## config.mk

```make
export PLATFORM = sky130hd
export DESIGN_NAME = change_dispenser
export DESIGN_NICKNAME = d
export VERILOG_FILES = /design/src/rtl/vending_pkg.sv /design/src/rtl/pulse_timer.sv /design/src/rtl/change_dispenser.sv
export SDC_FILE = /design/constraint.sdc
export NUM_CORES = 1
export LEC_CHECK = 0
export BUFFER_PORTS_ARGS = -buffer_cell sky130_fd_sc_hd__buf_2
export CAP_MARGIN = 20
export CORE_MARGIN = 2
export CORE_UTILIZATION = 30
export CTS_CLUSTER_DIAMETER = 80
export DETAILED_ROUTE_END_ITERATION = 16
export PLACE_DENSITY = 0.52
export SYNTH_ARGS = -nofsm -noshare
export SYNTH_HDL_FRONTEND = slang
export SYNTH_SLANG_ARGS = --single-unit
```

## constraint.sdc

```tcl
create_clock -name clk -period 2.5 [get_ports clk]
set_clock_uncertainty 0.2 [all_clocks]
set_input_delay 0.5 -clock clk [delete_from_list [all_inputs] [get_ports clk]]
set_output_delay 0.5 -clock clk [all_outputs]
set_load 0.02 [all_outputs]
```

## src/rtl/vending_pkg.sv

```systemverilog
// ============================================================================
// Module      : vending_pkg
// Description : Coin encodings, coin values and dispenser state type shared by
//               the vending controller and the change dispenser.
// Revision    : 1.0 - initial release
// ============================================================================
`default_nettype none

package vending_pkg;

  // One-hot coin pulse encoding, common to coin input and coin output
  localparam logic [2:0] COIN_HALF = 3'b001;
  localparam logic [2:0] COIN_ONE  = 3'b010;
  localparam logic [2:0] COIN_FIVE = 3'b100;

  // Coin values in 0.5-yuan units
  localparam int VAL_HALF = 1;
  localparam int VAL_ONE  = 2;
  localparam int VAL_FIVE = 10;

  typedef enum logic [2:0] {
    ST_IDLE   = 3'd0,
    ST_SELECT = 3'd1,
    ST_PULSE  = 3'd2,
    ST_GAP    = 3'd3,
    ST_DONE   = 3'd4
  } disp_state_t;

endpackage

`default_nettype wire

```

## src/rtl/pulse_timer.sv

```systemverilog
// ============================================================================
// Module      : pulse_timer
// Description : Loadable down-counter with zero flag; times pulse and gap.
// Revision    : 1.0 - initial release
// ============================================================================
`default_nettype none

module pulse_timer #(
  parameter int WIDTH = 2
) (
  input  logic             clk,
  input  logic             reset,
  input  logic             load,
  input  logic [WIDTH-1:0] load_val,
  output logic             zero
);

  logic [WIDTH-1:0] r_count;

  always_ff @(posedge clk or posedge reset) begin
    if (reset) begin
      r_count <= '0;
    end else if (load) begin
      r_count <= load_val;
    end else if (r_count != '0) begin
      r_count <= r_count - 1'b1;
    end
  end

  assign zero = (r_count == '0);

endmodule

`default_nettype wire

```

## src/rtl/change_dispenser.sv

```systemverilog
// ============================================================================
// Module      : change_dispenser
// Description : Greedy change payout as timed one-hot coin pulses (5/1/0.5).
// Revision    : 1.0 - initial release
// ============================================================================
`default_nettype none

module change_dispenser
  import vending_pkg::*;
#(
  parameter int AMT_W     = 6,
  parameter int PULSE_CYC = 4,
  parameter int GAP_CYC   = 4
) (
  input  logic             clk,
  input  logic             reset,
  input  logic             start,
  input  logic [AMT_W-1:0] amount,
  input  logic             abort,
  output logic [2:0]       coin_out,
  output logic             busy,
  output logic             done,
  output logic [AMT_W-1:0] remaining
);

  localparam int c_MAX_CYC = (PULSE_CYC > GAP_CYC) ? PULSE_CYC : GAP_CYC;
  localparam int c_TMR_W   = (c_MAX_CYC > 1) ? $clog2(c_MAX_CYC) : 1;
  // Loaded with N-1 so the zero flag is seen on the N-th cycle of the interval
  localparam logic [c_TMR_W-1:0] c_PULSE_LD = c_TMR_W'(PULSE_CYC - 1);
  localparam logic [c_TMR_W-1:0] c_GAP_LD   = c_TMR_W'(GAP_CYC - 1);

  disp_state_t      r_state;
  logic [2:0]       r_coin_out;
  logic             r_busy;
  logic             r_done;
  logic [AMT_W-1:0] r_remaining;
  logic             r_abort_pend;

  logic               w_tmr_load;
  logic [c_TMR_W-1:0] w_tmr_val;
  logic               w_tmr_zero;

  always_comb begin
    w_tmr_load = (r_state == ST_SELECT) || ((r_state == ST_PULSE) && w_tmr_zero);
    w_tmr_val  = (r_state == ST_SELECT) ? c_PULSE_LD : c_GAP_LD;
  end

  pulse_timer #(
    .WIDTH (c_TMR_W)
  ) u_timer (
    .clk      (clk),
    .reset    (reset),
    .load     (w_tmr_load),
    .load_val (w_tmr_val),
    .zero     (w_tmr_zero)
  );

  always_ff @(posedge clk or posedge reset) begin
    if (reset) begin
      r_state      <= ST_IDLE;
      r_coin_out   <= 3'b000;
      r_busy       <= 1'b0;
      r_done       <= 1'b0;
      r_remaining  <= '0;
      r_abort_pend <= 1'b0;
    end else begin
      case (r_state)
        ST_IDLE: begin
          r_done       <= 1'b0;
          r_abort_pend <= 1'b0;
          if (start) begin
            r_remaining <= amount;
            r_busy      <= 1'b1;
            r_state     <= ST_SELECT;
          end
        end
        ST_SELECT: begin
          if (abort) begin
            r_coin_out   <= 3'b000;
            r_busy       <= 1'b0;
            r_abort_pend <= 1'b0;
            r_state      <= ST_IDLE;
          end else if (r_remaining >= AMT_W'(VAL_FIVE)) begin
            r_coin_out  <= COIN_FIVE;
            r_remaining <= r_remaining - AMT_W'(VAL_FIVE);
            r_state     <= ST_PULSE;
          end else if (r_remaining >= AMT_W'(VAL_ONE)) begin
            r_coin_out  <= COIN_ONE;
            r_remaining <= r_remaining - AMT_W'(VAL_ONE);
            r_state     <= ST_PULSE;
          end else if (r_remaining == AMT_W'(VAL_HALF)) begin
            r_coin_out  <= COIN_HALF;
            r_remaining <= '0;
            r_state     <= ST_PULSE;
          end else begin
            r_busy  <= 1'b0;
            r_done  <= 1'b1;
            r_state <= ST_DONE;
          end
        end
        ST_PULSE: begin
          // An abort during the pulse is deferred so the coin is never truncated
          if (w_tmr_zero) begin
            r_coin_out <= 3'b000;
            if (abort || r_abort_pend) begin
              r_busy       <= 1'b0;
              r_abort_pend <= 1'b0;
              r_state      <= ST_IDLE;
            end else begin
              r_state <= ST_GAP;
            end
          end else if (abort) begin
            r_abort_pend <= 1'b1;
          end
        end
        ST_GAP: begin
          if (abort) begin
            r_busy       <= 1'b0;
            r_abort_pend <= 1'b0;
            r_state      <= ST_IDLE;
          end else if (w_tmr_zero) begin
            r_state <= ST_SELECT;
          end
        end
        ST_DONE: begin
          r_done  <= 1'b0;
          r_state <= ST_IDLE;
        end
        default: begin
          r_coin_out <= 3'b000;
          r_busy     <= 1'b0;
          r_done     <= 1'b0;
          r_state    <= ST_IDLE;
        end
      endcase
    end
  end

  assign coin_out  = r_coin_out;
  assign busy      = r_busy;
  assign done      = r_done;
  assign remaining = r_remaining;

endmodule

`default_nettype wire
```

Yosys cells after proc, flatten, opt, wreduce, memory -nomap -nowiden
Cells that the tools add are included.
Widths: inputs -> output; s select.
Storage, ports and cells
  register bits: 17
  output and inout port bits: 11
Cells by class
  add/sub/neg operators: 3
  $lt $le $gt $ge: 2
  equality and inequality tests: 22
  multiplexer cells: 41
  bitwise operators: 3
  reduce and logical (&&, ||, !) cells: 18
Operators by type and width (number)
  $mux 3: 13
  $mux 6: 5
  $ne 3x3->1 const B: 5
  $mux 1: 14
  $ne 2x2->1 const B: 7
  $pmux 3 s4: 1
  $pmux 6 s2: 1
  $pmux 3 s3: 1
  $reduce_and 4->1: 2
  $reduce_and 8->1: 1
  $eq 3x2->1 const B: 2
  $eq 6x1->1 const B: 1
  $ge 6x2->1 const B: 1
  $ge 6x4->1 const B: 1
  $mux 2: 3
  $reduce_and 3->1: 2
  $reduce_bool 2->1: 3
  $sub 6x2->6 const B: 1
  $sub 6x4->6 const B: 1
  $ne 5x2->1 const B: 1
  $pmux 1 s5: 1
  $reduce_and 5->1: 1
  $ne 2x1->1 const B: 2
  $ne 4x1->1 const B: 1
  14 further kinds: 18

Logic depth before layout (Yosys ltp)
Gate-level depths: netlist of run 1.
  word-level depth: 6
  mapped depth: 7

Cells and area by module
A second synthesis of run 1 with hierarchy kept.
Unflattened totals
  cells, all modules: 130
  area, all modules: 1102.3 um^2
Modules (own cells, without submodules)
  change_dispenser: times used 1, cells an instance 117, area an instance 974.7 um^2, sequential area each 375.4 um^2
  pulse_timer: times used 1, cells an instance 13, area an instance 127.6 um^2, sequential area each 50.0 um^2

Least setup slack after synthesis of run 1
OpenSTA, ideal clock, no wires.
  path kind: register -> register
  start point: register r_remaining[5] (netlist: remaining[5])
  end point: register r_busy (netlist: busy)
  library setup time: 0.125 ns
  arrival time: 1.593 ns
  data required time: 2.175 ns
  path slack: 0.583 ns
  cell stages (with the launch flop): 7
  clock period less this slack: 1.917 ns
  cell sequence: dfrtp_1 or2_4 nor4b_4 o22ai_2 buf_6 nor4_2 nor2_1
On the way
  word-level cells in the longest chain between the ends: 3
  elaborated cells on any way between the ends: 7
  those cells by class: order compare: 2; eq/ne: 4; reduce/logical: 1
Ends and longest elaborated chain
  from (decl): RTL line change_dispenser.sv:36  | logic [AMT_W-1:0] r_remaining;
  from (signal assigned): RTL line change_dispenser.sv:72  | r_remaining <= amount;
  from (signal assigned): RTL line change_dispenser.sv:85  | r_remaining <= r_remaining - AMT_W'(VAL_FIVE);
  from (signal assigned): RTL line change_dispenser.sv:89  | r_remaining <= r_remaining - AMT_W'(VAL_ONE);
  $ge 6x2->1 (tied with other cells): RTL line change_dispenser.sv:87  | end else if (r_remaining >= AMT_W'(VAL_ONE)) begin
  $ne 3x3->1 (no source line)
  $reduce_and 8->1 (no source line) *
  to (signal assigned): RTL line change_dispenser.sv:80  | r_busy <= 1'b0;
  to (signal assigned): RTL line change_dispenser.sv:96  | r_busy <= 1'b0;
  to (signal assigned): RTL line change_dispenser.sv:106  | r_busy <= 1'b0;
  to (decl): RTL line change_dispenser.sv:34  | logic r_busy;
Mark *: on every way between the ends. The rest lies on a longest branch, timed or not.
A chain may end at the register's enable or synchronous reset.

Final worst setup path of run 1
  start point: register r_state[0]
  end point: register r_remaining[5] (netlist: remaining[5])
On the way
  word-level cells in the longest chain between the ends: 3
  elaborated cells on any way between the ends: 8
  those cells by class: eq/ne: 4; mux: 1; reduce/logical: 3
Ends and longest elaborated chain
  from (decl): RTL line change_dispenser.sv:32  | disp_state_t r_state;
  from (signal assigned): RTL line change_dispenser.sv:60  | r_state <= ST_IDLE;
  from (signal assigned): RTL line change_dispenser.sv:74  | r_state <= ST_SELECT;
  from (signal assigned): RTL line change_dispenser.sv:82  | r_state <= ST_IDLE;
  $eq 3x1->1 or $logic_not 3->1 (tied branches): RTL line change_dispenser.sv:67  | case (r_state)
  $ne 4x1->1 (no source line) (tied with other cells)
  $reduce_and 4->1 (no source line)
Parallel ways exist; a longest one is shown, timed or not.

==> summary.md, run 1 <==
| Metric | Value |
|---|---|
| Max_cap viols | `0` |
| Ys flop type | `dfrtp_1` |
| Initial antenna violation count | `0` |
| Sw frac | `between 40% and 50%` |
| Critical-path cell list | `or3b_1 > nand2b_1 > o22ai_2 > buf_4 > nand2_1 > o22a_2` |
| CTS tree | `yes` |
| Class of the worst hold path | `in2async` |
| Core area | `between 3000 and 4000 um2` |
| Die X-Extent | `around 64 um` |
| Initial DRC Count | `33` |
| WP buf/inv | `1` |
| Routability cong. | `between 0.8 and 0.9` |
| Clock-pin transition on the worst setup and hold timing paths | `around 110 ps` |
| Setup Total Neg Slack | `0 ps` |
| Initial core utilization | `31.66%` |
| Fmax | `between 400 and 500 MHz` |
| Clk Tree Root Cell | `clkbuf_4` |
| Worst-Margin Slew | `~690 ps` |
| Status | `finished clean` |
| Synth Instances | `128` |
| CP max-delay cell | `dfrtp_1` |
| Clk buf depth | `2` |
| Critical Path Fanout Max | `11` |
| Area Overhead vs Synth | `17.16%` |
| I/O pin count | `21` |
| CP peak stage delay | `just over 500 ps` |
| Post-Synthesis Cell Area | `roughly 1100 um2` |
| Count of pins over their slew limit | `0` |
| Post-Syn Nets | `141` |
| Synth warn | `0` |
| Peak supply drop | `about 0.00037 V` |
| Sw Pwr | `between 0.0007 and 0.0008 W` |
| CP delay by family, top | `simple AND/OR/NAND/NOR gates` |
| Number of buffers created by CTS | `3` |
| DRT Pass-1 Iters | `4` |
| Worst Path Required | `about 2500 ps` |
| Pint | `0.0008157 W` |
| Postcts setup bufs | `0` |
| Largest net degree at the start of global routing | `18` |
| Mapped Avg Cell Area | `roughly 8.3 um2` |
| Port Buffers | `20` |
| RSZ-0062 raised after global routing | `false` |
| Period utilization | `a little over four fifths` |
| ANT nets after route | `0` |
| Fraction of layout cells with a size suffix above 1 | `about 22%` |
| Post-CTS Resized | `0` |
| Number of global-route vias before repair | `935` |
| First-pass GRT wire length | `~4200 um` |
| CTS Sinks | `17` |
| Row count | `21` |
| Setup WS pre-CTS | `between 400 and 500 ps` |
| HPWL Detailed | `about 1800 um` |
| Clock Latency Late Sink | `roughly 300 ps` |
| CP endpoint kind | `flip-flop` |
| Seq cells post-synth | `17` |
| H-tree depth | `1` |
| Final hold violation count | `0` |
| Ys async rst share | `100.0%` |
| Post-synth cell types | `34` |
| PD cells | `between 1000 and 1500 nW/um2` |
| Leakage | `between 0.6 and 0.7 nW` |
| Final setup viols | `0` |
| Worst Slack Setup Final | `roughly 410 ps` |
| Post-synth EDFFs | `0` |
| CP arrival | `between 2000 and 2500 ps` |
| Clk network pwr share | `between 10% and 20%` |
| Combinational power share | `55.9%` |
| Register area share after synthesis | `around two fifths` |
| Routed Wire Length | `2437 um` |
| GRT Residual Overflow | `0` |
| Avg Vias per Cell | `5.015` |
| Worst rel slew slack | `between 50% and 60%` |
| Die height | `~64 um` |
| Antenna Diode Count | `0` |
| Seq pwr share | `between 30% and 40%` |
| Vias after detailed routing | `988` |
| Final Critical Period | `about 2100 ps` |
| Overall routing resource usage | `12.89%` |
| DRC | `0` |
| # hold bufs at CTS | `0` |
| CP Class | `reg2reg` |
| Die area | `4042 um2` |
| Startpoint types | `flip-flop` |
| Final net count | `165` |
| WL per Instance | `about 12 um` |
[power groups by stage]
| stage | logic [W] | registers [W] | clock network, W |
|---|---|---|---|
| CTS | 0.000858 | 0.000518 | 0.000163 |
| global route | 0.000960 | 0.000543 | 0.000178 |
| finish | 0.000854 | 0.000518 | 0.000155 |
| global placement | 0.000850 | 0.000519 | 0 |
| floorplan | 0.000589 | 0.000573 | 0 |
| detailed placement | 0.000854 | 0.000525 | 0 |
[layout by cell type, fill, tap and decap left out, types with 2 or more instances in the layout]
master,count
nand2b_1,5
nand3b_1,2
nor3_1,2
o21a_1,2
buf_4,4
ha_1,3
a22oi_1,2
nor2_1,19
clkbuf_4,3
buf_2,20
nor2b_1,2
a21oi_1,16
o22ai_1,2
a31oi_1,2
inv_1,11
o21ai_0,9
nand3_1,2
nand2_1,11
dfrtp_1,17
[worst reg2reg max path, stage by stage, from the launching register on]
cell and delay, ps:
dfrtp_1 510, or3b_1 400, nand2b_1 180, o22ai_2 260
buf_4 200, nand2_1 60, o22a_2 190
[cell families after synthesis]
| family | after synthesis | share of synthesized area, % |
|---|---|---|
| AOI/OAI and AO/OA | 41 | 24.09 |
| xor gates and xnor gates | 1 | 0.8227 |
| adders and majority gates | 3 | 3.526 |
| buffers and inverters | 16 | 6.816 |
| DFF | 17 | 39.95 |
| and+or+nand+nor | 50 | 24.79 |
[layer usage]
metal | global-route usage [%] | vias up | wire length (um)
met5 | 0 | - | 0
met4 | 6.522 | 0 | 53
met3 | 1.964 | 5 | 99
met2 | 19.08 | 21 | 1045
met1 | 18.09 | 474 | 1240
li1 | - | 488 | -
[path summary, 6_finish.rpt]
kind	startpoint	endpoint	slack, ps	cells past startpoint
setup reg to reg	r_state[0]$_DFFE_PP0P_	remaining[5]$_DFFE_PP0P_	410	6
min in group clk	amount[0]	remaining[0]$_DFFE_PP0P_	220	2
hold / removal	reset	coin_out[0]$_DFFE_PP0P_	80	2
max in group asynchronous	reset	coin_out[2]$_DFFE_PP0P_	1580	2
setup / recovery	r_state[0]$_DFFE_PP0P_	remaining[5]$_DFFE_PP0P_	410	6
hold reg to reg	u_timer.r_count[1]$_DFFE_PP0P_	u_timer.r_count[1]$_DFFE_PP0P_	310	1
[registers in the layout (all words and copies together) (netlist names)]
name and count:
busy 1, coin_out 3, done 1, u_timer.r_count 2
r_abort_pend 1, remaining 6, r_state 3
[Yosys cell counts, types with 2 or more instances]
cell type / number / area, um2
nand2b_1: 5 / 31.28
nor2_1: 19 / 71.32
o21ai_0: 9 / 45.04
nor3_1: 2 / 10.01
o22ai_1: 2 / 12.51
ha_1: 3 / 37.54
nor2b_1: 2 / 12.51
a22oi_1: 2 / 15.01
nand2_1: 11 / 41.29
buf_2: 4 / 20.02
nand3b_1: 2 / 15.01
a31oi_1: 2 / 12.51
nand3_1: 2 / 10.01
o21a_1: 2 / 15.01
inv_1: 11 / 41.29
dfrtp_1: 17 / 425.4
a21oi_1: 16 / 80.08
[layout make-up]
cell class / count / area, um2
well taps: 46 / 57.56
fillers: 400 / 2116
clock buffers: 4 / 26.28
inverters: 11 / 41.29
multi-input cells: 95 / 566.8
flip-flops and latches: 17 / 425.4
repair buffers: 24 / 130.1
[through the flow]
| stage | instance area, um2 | hold WS, ps | power [W] | std cells | utilization (%) |
|---|---|---|---|---|---|
| finish | 1247 | 81.60 | 0.001528 | 197 | 37.09 |
| global route | 1247 | 137.9 | 0.001681 | 197 | 37.09 |
| CTS | 1247 | 98.05 | 0.001539 | 197 | 37.09 |
| detailed placement | 1221 | 281.8 | 0.001379 | 193 | 36.31 |
| global placement | 1221 | 276.8 | 0.001369 | 193 | 36.31 |
| floorplan | 1065 | 226.1 | 0.001162 | 128 | - |
Power figures use the tool's default switching activity.
==> run 2, diff against run 1 <==
--- a/config.mk
+++ b/config.mk
@@ -11,7 +11,7 @@
 export CORE_UTILIZATION = 30
 export CTS_CLUSTER_DIAMETER = 80
 export DETAILED_ROUTE_END_ITERATION = 16
-export PLACE_DENSITY = 0.52
+export PLACE_DENSITY = 0.53
 export SYNTH_ARGS = -nofsm -noshare
 export SYNTH_HDL_FRONTEND = slang
 export SYNTH_SLANG_ARGS = --single-unit
==> constraint.sdc (replaced) <==
create_clock -name clk -period 1.7 [get_ports clk]
set_clock_uncertainty 0.2 [all_clocks]
set_input_delay 0.34 -clock clk [delete_from_list [all_inputs] [get_ports clk]]
set_output_delay 0.34 -clock clk [all_outputs]
set_load 0.02 [all_outputs]
==> run 2 against run 1 <==
Net effect:
- the flow now finishes with violations (negative setup slack)
- final cell count up 15%
- clock power rose by 50%
- register-to-register slack worse by 540 ps
- total power is 85% higher
- wire length grew 15%
- design area increased by 26%
==> summary.md, run 2 (synthesized netlist as in run 1, its figures left out) <==
| Metric | Value |
|---|---|
| GRT Residual Overflow | `0 (unchanged)` |
| Die X-Extent | `63.58 um (unchanged)` |
| CP endpoint kind | `flip-flop` |
| Fill cells | `359 (-10%)` |
| Max_cap viols | `0 (unchanged)` |
| Overall routing resource usage | `15.60% (+2.7 points)` |
| ANT nets after route | `0 (unchanged)` |
| DRC | `0 (unchanged)` |
| Initial core utilization | `31.66% (unchanged)` |
| Worst Slack Setup Final | `-127.7 ps (-535.9 ps)` |
| Initial DRC Count | `36 (+9.1%)` |
| Number of buffers created by CTS | `3 (unchanged)` |
| Startpoint types | `flip-flop` |
| Initial antenna violation count | `0 (unchanged)` |
| CP Class | `reg2reg` |
| Final net count | `194 (+18%)` |
| Clock-pin transition on the worst setup and hold timing paths | `110 ps (about the same)` |
| Worst-Margin Slew | `304.3 ps (-382.4 ps)` |
| I/O pin count | `21 (unchanged)` |
| Die height | `63.58 um (unchanged)` |
| Critical Path Fanout Max | `5 (-6)` |
| Port Buffers | `20 (unchanged)` |
| Area occupied by multi-input gates | `645.6 um2 (+14%)` |
| RSZ-0062 raised after global routing | `true` |
| Largest register FFs | `6 (unchanged)` |
| PD cells | `1793 nW/um2 (+46%)` |
| Final hold violation count | `0 (unchanged)` |
| DRT Pass-1 Iters | `4 (unchanged)` |
| Final setup viols | `9 (+9)` |
| CTS Sinks | `17 (unchanged)` |
| HPWL Detailed | `2122 um (+16%)` |
| Final Critical Period | `1828 ps (-264.1 ps)` |
| CP arrival | `1860 ps (-240 ps)` |
| Area Overhead vs Synth | `48.06%` |
| Most common cell after layout, fill and taps aside | `buf_4` |
| WL per Instance | `12.36 um (about the same)` |
| Period utilization | `107.5% (+24 points)` |
| Vias after detailed routing | `1,085 (+9.8%)` |
| Core area | `3363 um2 (unchanged)` |
| Fraction of layout cells with a size suffix above 1 | `46.11% (+24 points)` |
| Worst rel slew slack | `79.62% (+25 points)` |
| Final Cell Area | `1577 um2 (+26%)` |
| Class of the worst hold path | `in2reg` |
| Status | `finished, violations left` |
| Routed Wire Length | `2794 um (+15%)` |
| Hold Worst Slack | `57.23 ps (-24.38 ps)` |
| Routability cong. | `0.7839 (-11%)` |
| Largest net degree at the start of global routing | `18 (unchanged)` |
| Antenna Diode Count | `0 (unchanged)` |
| Fmax | `547.1 MHz (+14%)` |
| Die area | `4042 um2 (unchanged)` |
| CTS tree | `yes` |
| Clk buf depth | `2 (unchanged)` |
| Count of pins over their slew limit | `0 (unchanged)` |
| First-pass GRT wire length | `5016 um (+21%)` |
| Number of global-route vias before repair | `1,123 (+20%)` |
| Failing checks | `negative setup slack` |
| H-tree depth | `1 (unchanged)` |
| Row count | `21 (unchanged)` |
| Clock Latency Late Sink | `300 ps (about the same)` |
| Peak supply drop | `0.0007953 V (+120%)` |
| Placed inst area | `1404 um2 (+15%)` |
| FF-to-FF setup slack | `-130 ps (-540 ps)` |
| Avg Vias per Cell | `4.801 (-4.3%)` |
| Commonest non-fill, non-tap cells in the layout | `28 x buf_4, 20 x buf_2, 14 x nor2_1` |
| Register area | `430.4 um2 (+1.2%)` |
| Clk Tree Root Cell | `clkbuf_4` |
| Worst Path Required | `1730 ps (-780 ps)` |
| Leakage | `0.7607 nW (+27%)` |
run 2: cell count changes in the layout (fill, tap and decap cells not counted), sizes merged:
cell         change
clkbuf           -1
buf             +28
clkinv           +1
dlygate4sd3      +1
run 2: path summary, 6_finish.rpt:
| path | start | end | cells after the start |
|---|---|---|---|
| min | amount[0] | remaining[0]$_DFFE_PP0P_ | 2 |
| min reg2reg | u_timer.r_count[1]$_DFFE_PP0P_ | u_timer.r_count[1]$_DFFE_PP0P_ | 1 |
| max reg2reg | r_state[1]$_DFFE_PP0P_ | remaining[1]$_DFFE_PP0P_ | 7 |
| min in group asynchronous | reset | coin_out[1]$_DFFE_PP0P_ | 4 |
| max in group asynchronous | reset | remaining[1]$_DFFE_PP0P_ | 4 |
| max | r_state[1]$_DFFE_PP0P_ | remaining[1]$_DFFE_PP0P_ | 7 |
run 2: per-layer routing:
metal	track usage (%)	vias up	wire (um)
met5	0	-	0
met4	5.978	0	40
met3	3.571	4	97
met2	26.18	14	1343
met1	19.31	514	1314
li1	-	553	-
run 2: power by group:
group | switching, W | internal [W] | leakage, nW
sequential | 0.000132 | 0.000577 | 0.206
combinational | 0.000948 | 0.000937 | 0.537
clock | 0.000145 | 0.0000878 | 0.0177
run 2: timing repair:
action / in CTS / in global routing
setup buffers: 3 / 2
setup endpoints to repair: 10 / 12
pin swaps: 8 / 4
hold buffers: 1 / 0
resized for setup: 14 / 11
endpoints found under the hold margin: 17 / 0
run 2: worst max-delay path: stages, from the launching register on:
cell and delay [ps]:
dfrtp_1 390, or3b_4 400, nand2b_4 160, o22ai_4 190, buf_6 150, buf_12 110
nor2_2 30, a21oi_1 120
run 2: cell type report:
type	count	area share, %
multi-input combinational	95	40.95
sequential	17	27.30
timing repair buffer	53	23.73
tap	46	3.651
inverter	11	2.619
clock buffer	3	1.429
clock inverter	1	0.3175
run 2: per-stage QoR:
| step | cells | setup WS [ps] | TNS, ps | utilization (%) | power (W) |
|---|---|---|---|---|---|
| floorplan | 128 | -188.5 | -511.7 | - | 0.001726 |
| global placement | 216 | -126.5 | -587.9 | 41.74 | 0.002301 |
| detailed placement | 216 | -181.7 | -810.2 | 41.74 | 0.002344 |
| CTS | 224 | -138.1 | -955.3 | 45.65 | 0.002778 |
| global route | 226 | -194.3 | -1560 | 46.88 | 0.003085 |
| finish | 226 | -127.7 | -717.9 | 46.88 | 0.002827 |
